## config.mk

```make
export PLATFORM = sky130hd
export DESIGN_NAME = pattern_detector_param
export DESIGN_NICKNAME = d
export VERILOG_FILES = /design/src/rtl/pattern_detector_pkg.sv /design/src/rtl/sat_counter.sv /design/src/rtl/pattern_detector_param.sv
export SDC_FILE = /design/constraint.sdc
export NUM_CORES = 1
export LEC_CHECK = 0
export CAP_MARGIN = 15
export CORE_MARGIN = 2
export CORE_UTILIZATION = 55
export DETAILED_ROUTE_END_ITERATION = 10
export HOLD_SLACK_MARGIN = 0.05
export PLACE_DENSITY = 0.84
export SLEW_MARGIN = 20
export SYNTH_ARGS = -nofsm -noshare
export SYNTH_HDL_FRONTEND = slang
export SYNTH_SLANG_ARGS = --single-unit
```

## constraint.sdc

```tcl
create_clock -name clk -period 3.9 [get_ports clk]
set_clock_uncertainty 0.15 [all_clocks]
set_input_delay 0.78 -clock clk [delete_from_list [all_inputs] [get_ports clk]]
set_output_delay 0.78 -clock clk [all_outputs]
set_load 0.05 [all_outputs]
```

## src/rtl/pattern_detector_pkg.sv

```systemverilog
// Shared types and constants for the parametrised serial pattern detector.
package pattern_detector_pkg;

  typedef enum logic [1:0] {
    IDLE = 2'd0,
    FILL = 2'd1,
    HUNT = 2'd2
  } state_t;

  localparam int unsigned PAT_LEN_MIN = 1;
  localparam int unsigned PAT_LEN_MAX = 16;

  localparam state_t RST_STATE   = IDLE;
  localparam logic   RST_FOUND   = 1'b0;
  localparam logic   RST_ARMED   = 1'b0;
  localparam logic   RST_OVERLAP = 1'b0;

endpackage

```

## src/rtl/sat_counter.sv

```systemverilog
// Saturating up-counter with synchronous clear; clear wins over increment.
module sat_counter #(
  parameter int unsigned W = 8
) (
  input  logic         clk,
  input  logic         rst,
  input  logic         inc,
  input  logic         clr,
  output logic [W-1:0] value
);

  localparam logic [W-1:0] MAX_VAL = {W{1'b1}};

  always_ff @(posedge clk) begin
    if (rst) begin
      value <= '0;
    end else if (clr) begin
      value <= '0;
    end else if (inc && (value != MAX_VAL)) begin
      value <= value + W'(1);
    end
  end

endmodule

```

## src/rtl/pattern_detector_param.sv

```systemverilog
// Serial pattern detector: matches the last PAT_LEN valid bits against a
// runtime-loaded pattern, with overlapping or non-overlapping match modes.
module pattern_detector_param
  import pattern_detector_pkg::*;
#(
  parameter int unsigned PAT_LEN = 5,
  parameter int unsigned CNT_W   = 8
) (
  input  logic               clk,
  input  logic               rst,
  input  logic               in_valid,
  input  logic               in,
  input  logic               cfg_load,
  input  logic [PAT_LEN-1:0] cfg_pattern,
  input  logic               cfg_overlap,
  input  logic               count_clr,
  output logic               found,
  output logic [CNT_W-1:0]   match_count,
  output logic               armed
);

  localparam int unsigned      FILL_W    = $clog2(PAT_LEN + 1);
  localparam logic [FILL_W-1:0] FILL_FULL = FILL_W'(PAT_LEN);

  generate
    if ((PAT_LEN < PAT_LEN_MIN) || (PAT_LEN > PAT_LEN_MAX)) begin : g_bad_pat_len
      $error("pattern_detector_param: PAT_LEN must be within 1..16");
    end
  endgenerate

  state_t             state_q, state_d;
  logic [PAT_LEN-1:0] hist_q, hist_d;
  logic [PAT_LEN-1:0] pat_q, pat_d;
  logic [FILL_W-1:0]  fill_q, fill_d;
  logic               ovl_q, ovl_d;
  logic               armed_d;
  logic               match_c;
  logic [PAT_LEN-1:0] win_c;
  logic [FILL_W-1:0]  fill_upd_c;

  // Next-state, history and match decode; a load always discards the bit.
  always_comb begin
    state_d    = state_q;
    hist_d     = hist_q;
    pat_d      = pat_q;
    fill_d     = fill_q;
    ovl_d      = ovl_q;
    armed_d    = armed;
    match_c    = 1'b0;
    win_c      = PAT_LEN'({hist_q, in});
    fill_upd_c = (fill_q == FILL_FULL) ? FILL_FULL : fill_q + FILL_W'(1);

    if (cfg_load) begin
      state_d = FILL;
      hist_d  = '0;
      fill_d  = '0;
      pat_d   = cfg_pattern;
      ovl_d   = cfg_overlap;
      armed_d = 1'b1;
    end else if (in_valid) begin
      case (state_q)
        FILL, HUNT: begin
          hist_d  = win_c;
          fill_d  = fill_upd_c;
          state_d = (fill_upd_c == FILL_FULL) ? HUNT : FILL;
          if ((fill_upd_c == FILL_FULL) && (win_c == pat_q)) begin
            match_c = 1'b1;
            if (!ovl_q) begin
              hist_d  = '0;
              fill_d  = '0;
              state_d = FILL;
            end
          end
        end
        default: state_d = state_q;
      endcase
    end
  end

  always_ff @(posedge clk) begin
    if (rst) begin
      state_q <= RST_STATE;
      hist_q  <= '0;
      pat_q   <= '0;
      fill_q  <= '0;
      ovl_q   <= RST_OVERLAP;
      armed   <= RST_ARMED;
      found   <= RST_FOUND;
    end else begin
      state_q <= state_d;
      hist_q  <= hist_d;
      pat_q   <= pat_d;
      fill_q  <= fill_d;
      ovl_q   <= ovl_d;
      armed   <= armed_d;
      found   <= match_c;
    end
  end

  sat_counter #(.W(CNT_W)) u_match_cnt (
    .clk   (clk),
    .rst   (rst),
    .inc   (match_c),
    .clr   (count_clr),
    .value (match_count)
  );

endmodule

```

; ---- After elaboration in Yosys (flattened, before gate mapping)
; Cells that the tools add are included.
[word_totals]
ff_bits = 25
in_bits = 12
elab_cells = 41
[op_classes]
add_sub_neg = 2
n_eq_ne = 6
n_mux = 15
n_reduce_logical = 9
[ops]
columns = operator, n
row1 = $mux W3, 3
row2 = $add A8 B1 Y8 const B, 1
row3 = $mux W4, 2
row4 = $ne A8 B8 Y1 const B, 1
row5 = $mux W1, 7
row6 = $eq A3 B3 Y1 const B, 2
row7 = $mux W2, 3
row8 = $reduce_or A2 Y1, 3
row9 = $eq A5 B5 Y1, 1
row10 = $reduce_and A2 Y1, 2
row11 = $reduce_bool A2 Y1, 2
row12 = $add A3 B1 Y3 const B, 1
row13 = $eq A2 B1 Y1 const B, 1
row14 = $eq A2 B2 Y1 const B, 1
row15 = $logic_and A1 B1 Y1, 2

; ---- Logic depth before layout (Yosys ltp)
; Gate-level depths: netlist of the first run.
[depth]
depth_word = 9
ltp_mapped = 6
depth_no_buf = 5

; ---- Cells and area by module
; From an unflattened synthesis of the first run, not the netlist that was laid out.
[hier_totals]
hier_cells = 121
area_unflattened_um2 = 1162.4
[by_module_without_submodules]
columns = module, instances, cells_per_inst, area_each_um2, seq_area_each_um2
row1 = pattern_detector_param, 1, 74, 726.9, 340.3
row2 = sat_counter, 1, 47, 435.4, 160.2

; ---- Worst setup path after synthesis of the first run
; Ideal clock, no wire load.
[synth_timing]
kind = input to register
startpoint = input in_valid
endpoint = register u_match_cnt.value[2]
setup_ns = 0.072
t_arrival_ns = 2.186
slack_ns = 1.492
path_stages = 6
path_buffers = 2
path_cell_list = clkbuf_1 -> inv_1 -> or4b_1 -> buf_2 -> nor4b_2 -> mux2i_1
[synth_via]
elab_chain_cells = 3
[synth_rtl]
columns = item, line
row1 = start: declaration, pattern_detector_param.sv:11  ; input logic in_valid,
row2 = $mux W1, pattern_detector_param.sv:60  ; end else if (in_valid) begin
row3 = $mux W1, pattern_detector_param.sv:53  ; if (cfg_load) begin
row4 = $logic_and A1 B1 Y1, sat_counter.sv:19  ; end else if (inc && (value != MAX_VAL)) begin
row5 = end signal: assignment, sat_counter.sv:20  ; value <= value + W'(1);
row6 = end: declaration, sat_counter.sv:9  ; output logic [W-1:0] value
; Every way passes these cells.
; A chain may end at the register's enable or synchronous reset.

; ---- Final worst setup path of the first run
[layout_timing]
startpoint = input cfg_load
endpoint = register u_match_cnt.value[2]
[layout_via]
elab_chain_cells = 2
[layout_rtl]
columns = item, line
row1 = start: declaration, pattern_detector_param.sv:13  ; input logic cfg_load,
row2 = $mux W1, pattern_detector_param.sv:53
row3 = $logic_and A1 B1 Y1, sat_counter.sv:19
; Every way passes these cells.

==> results.py, run 1 <==
metrics = {
    "die": {
        "dieArea_um2": 2796,
        "coreArea_um2": 2233,
        "die_h_um": 52.88,
        "start_util_pct": 58.82,
        "die_w_um": 52.88,
        "ios": 22,
        "row_count": 17,
    },
    "drt": {
        "dr.first_iter.drc_count": 26,
        "drt-vias-per-instance": 6.005,
        "ant_nets": 0,
        "via_count": 1159,
        "drt_pass1_iterations": 4,
        "finalWirelength_mm": 2.835,
        "drc": 0,
        "wl_per_cell_um": 14.69,
    },
    "final_layout": {
        "drive_gt1_share_pct": 7.273,
        "fin_nets": 179,
        "final-seq-area_um2": 500.5,
        "layout_commonest_cell": "dfxtp_1",
        "n_antenna_cell": 0,
        "final_cell_mix": "dfxtp_1 (25), clkdlybuf4s50_1 (21), nand2_1 (16)",
        "area_growth_pct": 19.05,
        "nFillCells": 173,
        "multi_input_area_um2": 780.7,
    },
    "power": {
        "power_uw": 445.8,
        "total_leakage_power_nw": 0.5549,
        "powerDensity_nw_per_um2": 285.0,
        "ir_worst_vdd_mv": 0.2398,
    },
    "global_routing": {
        "grt_usage_pct": 23.36,
        "gr-total-overflow": 0,
        "grt_pass1_vias": 1100,
        "grt_max_degree": 20,
        "grt_first_pass_wirelength_mm": 4.816,
        "antenna_found_initial": 0,
    },
    "worst_setup_path": {
        "arrival_ns": 2.99,
        "cp_slowest_cell": "or4_1",
        "r2r-end": "u_match_cnt.value[2]",
        "r2r_cells": 4,
        "end_kind": "flop",
        "r2r-start": "state_q[0]",
        "endpoint": "u_match_cnt.value[2]",
        "r2r_slack_ns": 1.61,
        "startpoint_type": "primary input",
        "crit_start": "cfg_load",
        "max_stage_delay_ns": 0.62,
        "critPathMaxFanout": 12,
        "worstSetupPathType": "in2reg",
        "crit_required_ns": 4.01,
        "crit_chain": "clkdlybuf4s50_1 > buf_4 > or3b_1 > or4_1 > nor4b_2 > mux2i_1",
    },
    "sta": {
        "hold_viol": 0,
        "tightest_slew_ns": 0.6956,
        "final.setup.tns_ns": 0,
        "rsz0062_at_grt": "no",
        "fmax_mhz": 347.4,
        "max_slew_margin_pct": 53.20,
        "final_max_slew_viol_count": 0,
        "setup_viol": 0,
        "period_share_pct": 73.81,
        "finalCriticalPeriod_ns": 2.879,
    },
    "outcome": {
        "status": "finished, final reports clean",
    },
    "clock_network": {
        "ctsHoldBuffers": 0,
        "cts_root_buffer": "clkbuf_4",
        "htree_levels": 1,
        "cts_resized": 0,
        "cts_tree": "done",
        "cts_buffer_depth": 2,
        "cts_made_buffers": 3,
        "cts.clk_slew.worst_paths_ns": 0.14,
        "postCtsSetupBuffers": 0,
        "clkLatencyLatePin_ns": 0.32,
        "cts_sinks": 25,
    },
    "synthesis": {
        "ys_ff_latch": 25,
        "syn-cell-area_um2": 1314,
        "yosysWarningCount": 0,
        "syn_nets": 159,
        "syn-instance-count": 146,
        "syn_avg_cell_area_um2": 8.998,
        "synth_seq_area_share_pct": 38.10,
        "synthDistinctLibCells": 35,
        "synthFlopType": "dfxtp_1",
        "synth_edf_count": 0,
        "synthArstFlopShare_pct": 0,
    },
    "min_path": {
        "hold_class": "reg2reg",
    },
    "job": {
        "drv_cap": 0,
    },
    "placed_design": {
        "dp_hpwl_mm": 2.127,
        "gp_congestion": 0.7872,
        "portBuffers": 21,
    },
}
-- metrics by stage --
stage	hold slack (ns)	instances	instance area [µm²]	worst slack (ns)	utilization, %
global placement	0.3015	189	1538	0.8100	68.85
global route	0.3570	193	1564	0.9814	70.03
detailed placement	0.3053	189	1538	0.6994	68.85
finish	0.3301	193	1564	1.021	70.03
floorplan	0.2965	146	1314	1.492	-
CTS	0.3324	193	1564	1.050	70.03
-- logic make-up after synthesis --
family                     after synthesis  synth area share, %
buffers and inverters                    8                2.476
and+or+nand+nor                         72                32.10
DFF                                     25                38.10
muxes                                   14                10.67
xor gates and xnor gates                 6                4.572
adders and majority gates                1               0.9522
AOI/OAI and AO/OA                       20                11.14
-- area by class of cell --
cell class	count	share of cell area, %
Clock buffer	4	1.680
Sequential cell	25	32.00
Multi-Input combinational cell	113	49.92
Timing Repair Buffer	22	13.92
Inverter	1	0.2400
Tap cell	28	2.240
-- synthesized netlist by cell type (3+ instances only) --
cell      number  share of area [%]
dfxtp_1       25                 38
nand2_1       16                4.6
mux2i_1       14                 11
nor2_1        13                3.7
nand3_1        8                3.0
or3_1          8                3.8
clkbuf_1       5                1.4
xor2_1         5                3.3
a21boi_1       4                2.3
a21o_1         4                2.3
nor3_1         4                1.5
a211oi_1       3                1.7
and2_1         3                1.4
nor4_1         3                1.4
nor4_2         3                2.9
o21ai_0        3                1.1
-- per-layer routing --
| layer | vias up | GRT usage [%] | part of all wire (%) |
|---|---|---|---|
| met4 | 0 | 10.26 | 1.5 |
| met3 | 5 | 3.672 | 3.4 |
| met5 | - | 0 | 0 |
| li1 | 569 | - | - |
| met2 | 28 | 39.38 | 48 |
| met1 | 557 | 29.23 | 47 |
-- worst max-delay path: cells and delay by family --
kind | cells | cell delay, ns
buf+inv | 2 | 0.58
mux | 1 | 0.25
simple gates | 3 | 1.37
-- worst min-delay path by stage --
stage	start	end	slack (ns)	cells past startpoint
2_1_floorplan	hist_q[3]	hist_q[3]	0.30	2
3_3_place_gp	armed	armed	0.30	2
3_5_place_dp	armed	armed	0.31	2
4_1_cts	hist_q[3]	hist_q[3]	0.33	2
5_1_grt	hist_q[3]	hist_q[3]	0.36	2
6_report	hist_q[3]	hist_q[3]	0.33	2
-- registers in the layout, indices dropped and copies added (netlist names) --
signal,count
armed,1
fill_q,3
found,1
hist_q,4
ovl_q,1
pat_q,5
state_q,2
u_match_cnt.value,8
-- power breakdown --
| group | switching (mW) | internal [mW] |
|---|---|---|
| registers | 0.00478 | 0.261 |
| logic | 0.0333 | 0.0261 |
| clock network | 0.0802 | 0.0401 |
Note: power is estimated with default switching activity, not from simulation.
==> run 2, diff against run 1 <==
--- a/config.mk
+++ b/config.mk
@@ -7,10 +7,10 @@
 export LEC_CHECK = 0
 export CAP_MARGIN = 15
 export CORE_MARGIN = 2
-export CORE_UTILIZATION = 55
+export CORE_UTILIZATION = 52
 export DETAILED_ROUTE_END_ITERATION = 10
 export HOLD_SLACK_MARGIN = 0.05
-export PLACE_DENSITY = 0.84
+export PLACE_DENSITY = 0.8
 export SLEW_MARGIN = 20
 export SYNTH_ARGS = -nofsm -noshare
 export SYNTH_HDL_FRONTEND = slang
==> constraint.sdc (replaced) <==
create_clock -name clk -period 2.9 [get_ports clk]
set_clock_uncertainty 0.15 [all_clocks]
set_input_delay 0.58 -clock clk [delete_from_list [all_inputs] [get_ports clk]]
set_output_delay 0.58 -clock clk [all_outputs]
set_load 0.05 [all_outputs]
==> run 2 against run 1 <==
Against the previous run: worst setup slack worse by 0.58 ns; final cell count rose by 2.1%; via count shrank 1.2%; die area increased by 5.3%; wire length down 4.7%; utilization is 4.9 points lower; critical endpoint unchanged; non-clock buffer count grew 2.
==> results.py, run 2 (synthesis results as in run 1) <==
metrics = {
    "die": {
        "row_count": 18,
        "die_h_um": 54.27,
        "ios": 22,
        "coreArea_um2": 2432,
        "die_w_um": 54.27,
        "dieArea_um2": 2945,
        "start_util_pct": 54.01,
    },
    "worst_setup_path": {
        "critical_path.top_delay_family": "simple AND/OR/NAND/NOR gates",
        "worstSetupPathType": "in2reg",
        "startpoint_type": "primary input",
        "crit_required_ns": 3.02,
        "r2r_cells": 4,
        "crit_chain": "clkdlybuf4s50_1 > or3b_1 > or4_1 > nor4b_2 > mux2i_1",
        "max_stage_delay_ns": 0.61,
        "end_kind": "flop",
        "critPathMaxFanout": 8,
        "cp_slowest_cell": "or4_1",
        "crit_cells": 5,
        "arrival_ns": 2.58,
        "path_buf_inv": 1,
    },
    "drt": {
        "dr.first_iter.drc_count": 27,
        "finalWirelength_mm": 2.703,
        "ant_nets": 0,
        "drt_pass1_iterations": 4,
        "wl_per_cell_um": 13.72,
        "via_count": 1145,
        "drc": 0,
        "drt-vias-per-instance": 5.812,
    },
    "global_routing": {
        "antenna_found_initial": 0,
        "grt_pass1_vias": 982,
        "grt_max_degree": 19,
        "grt_first_pass_wirelength_mm": 4.422,
        "grt_usage_pct": 20.60,
        "gr-total-overflow": 0,
    },
    "sta": {
        "max_slew_margin_pct": 50.81,
        "period_share_pct": 84.92,
        "finalCriticalPeriod_ns": 2.463,
        "fmax_mhz": 406.1,
        "rsz0062_at_grt": "no",
        "hold_viol": 0,
        "setup_viol": 0,
        "tightest_slew_ns": 0.7312,
        "whs_ns": 0.3319,
        "final_max_slew_viol_count": 0,
        "final.setup.tns_ns": 0,
    },
    "final_layout": {
        "largest_register_ffs": 8,
        "fin_nets": 181,
        "top_regs": "u_match_cnt.value x8, pat_q x5, hist_q x4",
        "top_register": "u_match_cnt.value",
        "layout_commonest_cell": "dfxtp_1",
        "n_antenna_cell": 0,
        "nFillCells": 195,
        "area_growth_pct": 20.67,
        "drive_gt1_share_pct": 8.982,
        "final_cell_mix": "dfxtp_1 (25), clkdlybuf4s50_1 (21), nand2_1 (16)",
    },
    "clock_network": {
        "cts_resized": 0,
        "cts.clk_slew.worst_paths_ns": 0.15,
        "cts_sinks": 25,
        "htree_levels": 1,
        "cts_buffer_depth": 2,
        "clkLatencyLatePin_ns": 0.33,
        "cts_root_buffer": "clkbuf_4",
        "cts_made_buffers": 3,
        "postCtsSetupBuffers": 0,
        "cts_tree": "done",
        "ctsHoldBuffers": 0,
    },
    "min_path": {
        "hold_path_depth": 2,
        "hold_class": "reg2reg",
    },
    "power": {
        "total_leakage_power_nw": 0.5635,
        "powerDensity_nw_per_um2": 378.9,
        "ir_worst_vdd_mv": 0.2895,
    },
    "outcome": {
        "status": "finished, final reports clean",
    },
    "placed_design": {
        "dp_hpwl_mm": 2.031,
        "portBuffers": 21,
        "gp_congestion": 0.8441,
    },
    "job": {
        "drv_cap": 0,
    },
}
-- run 2: cell count changes in the layout (fill, tap and decap cells not counted), sizes merged --
cell	before	now
buf	1	3
clkbuf	4	3
clkinvlp	0	1
-- run 2: final cells by class --
class	instances	area, µm²	area share [%]
multi-input cells	113	780.7	49.25
flip-flops and latches	25	500.5	31.57
clock inverters	1	7.507	0.4736
clock buffers	3	22.52	1.421
inverters	1	3.754	0.2368
repair buffers	24	232.7	14.68
well taps	30	37.54	2.368
-- run 2: worst paths after layout --
| path | from | slack [ns] | endpoint |
|---|---|---|---|
| hold / removal | armed | 0.33 | armed |
| setup / recovery | cfg_load | 0.44 | u_match_cnt.value[2] |
| setup reg to reg | state_q[0] | 0.67 | u_match_cnt.value[2] |
| hold reg to reg | armed | 0.33 | armed |
-- run 2: power breakdown --
| part | leakage (nW) | switching, mW | internal [mW] |
|---|---|---|---|
| combinational | 0.346 | 0.0433 | 0.0368 |
| sequential | 0.203 | 0.00671 | 0.351 |
| clock | 0.0139 | 0.110 | 0.0528 |
| total | 0.563 | 0.160 | 0.441 |
-- run 2: metrics by stage --
step                std cells  worst slack, ns  total power, mW  area (µm²)  util (%)
floorplan                 146           0.6921           0.4138        1314         -
global placement          193           0.1475           0.4441        1555     63.94
detailed placement        193          0.09886           0.4449        1555     63.94
CTS                       197           0.4382           0.6055        1585     65.17
global route              197           0.3696           0.6270        1585     65.17
finish                    197           0.4374           0.6006        1585     65.17
-- run 2: tightest hold or removal path, cell delays in order, from the launching register on --
cell and delay [ns]:
dfxtp_1 0.35, nor2_1 0.04, nor2_1 0.06
-- run 2: metal layers --
layer  vias to the layer above  GRT usage, %  part of all wire [%]
met1                       528         27.47                    44
li1                        574             -                     -
met3                         7         3.279                   5.4
met5                         -             0                     0
met4                         0         7.083                   1.4
met2                        36         33.73                    49
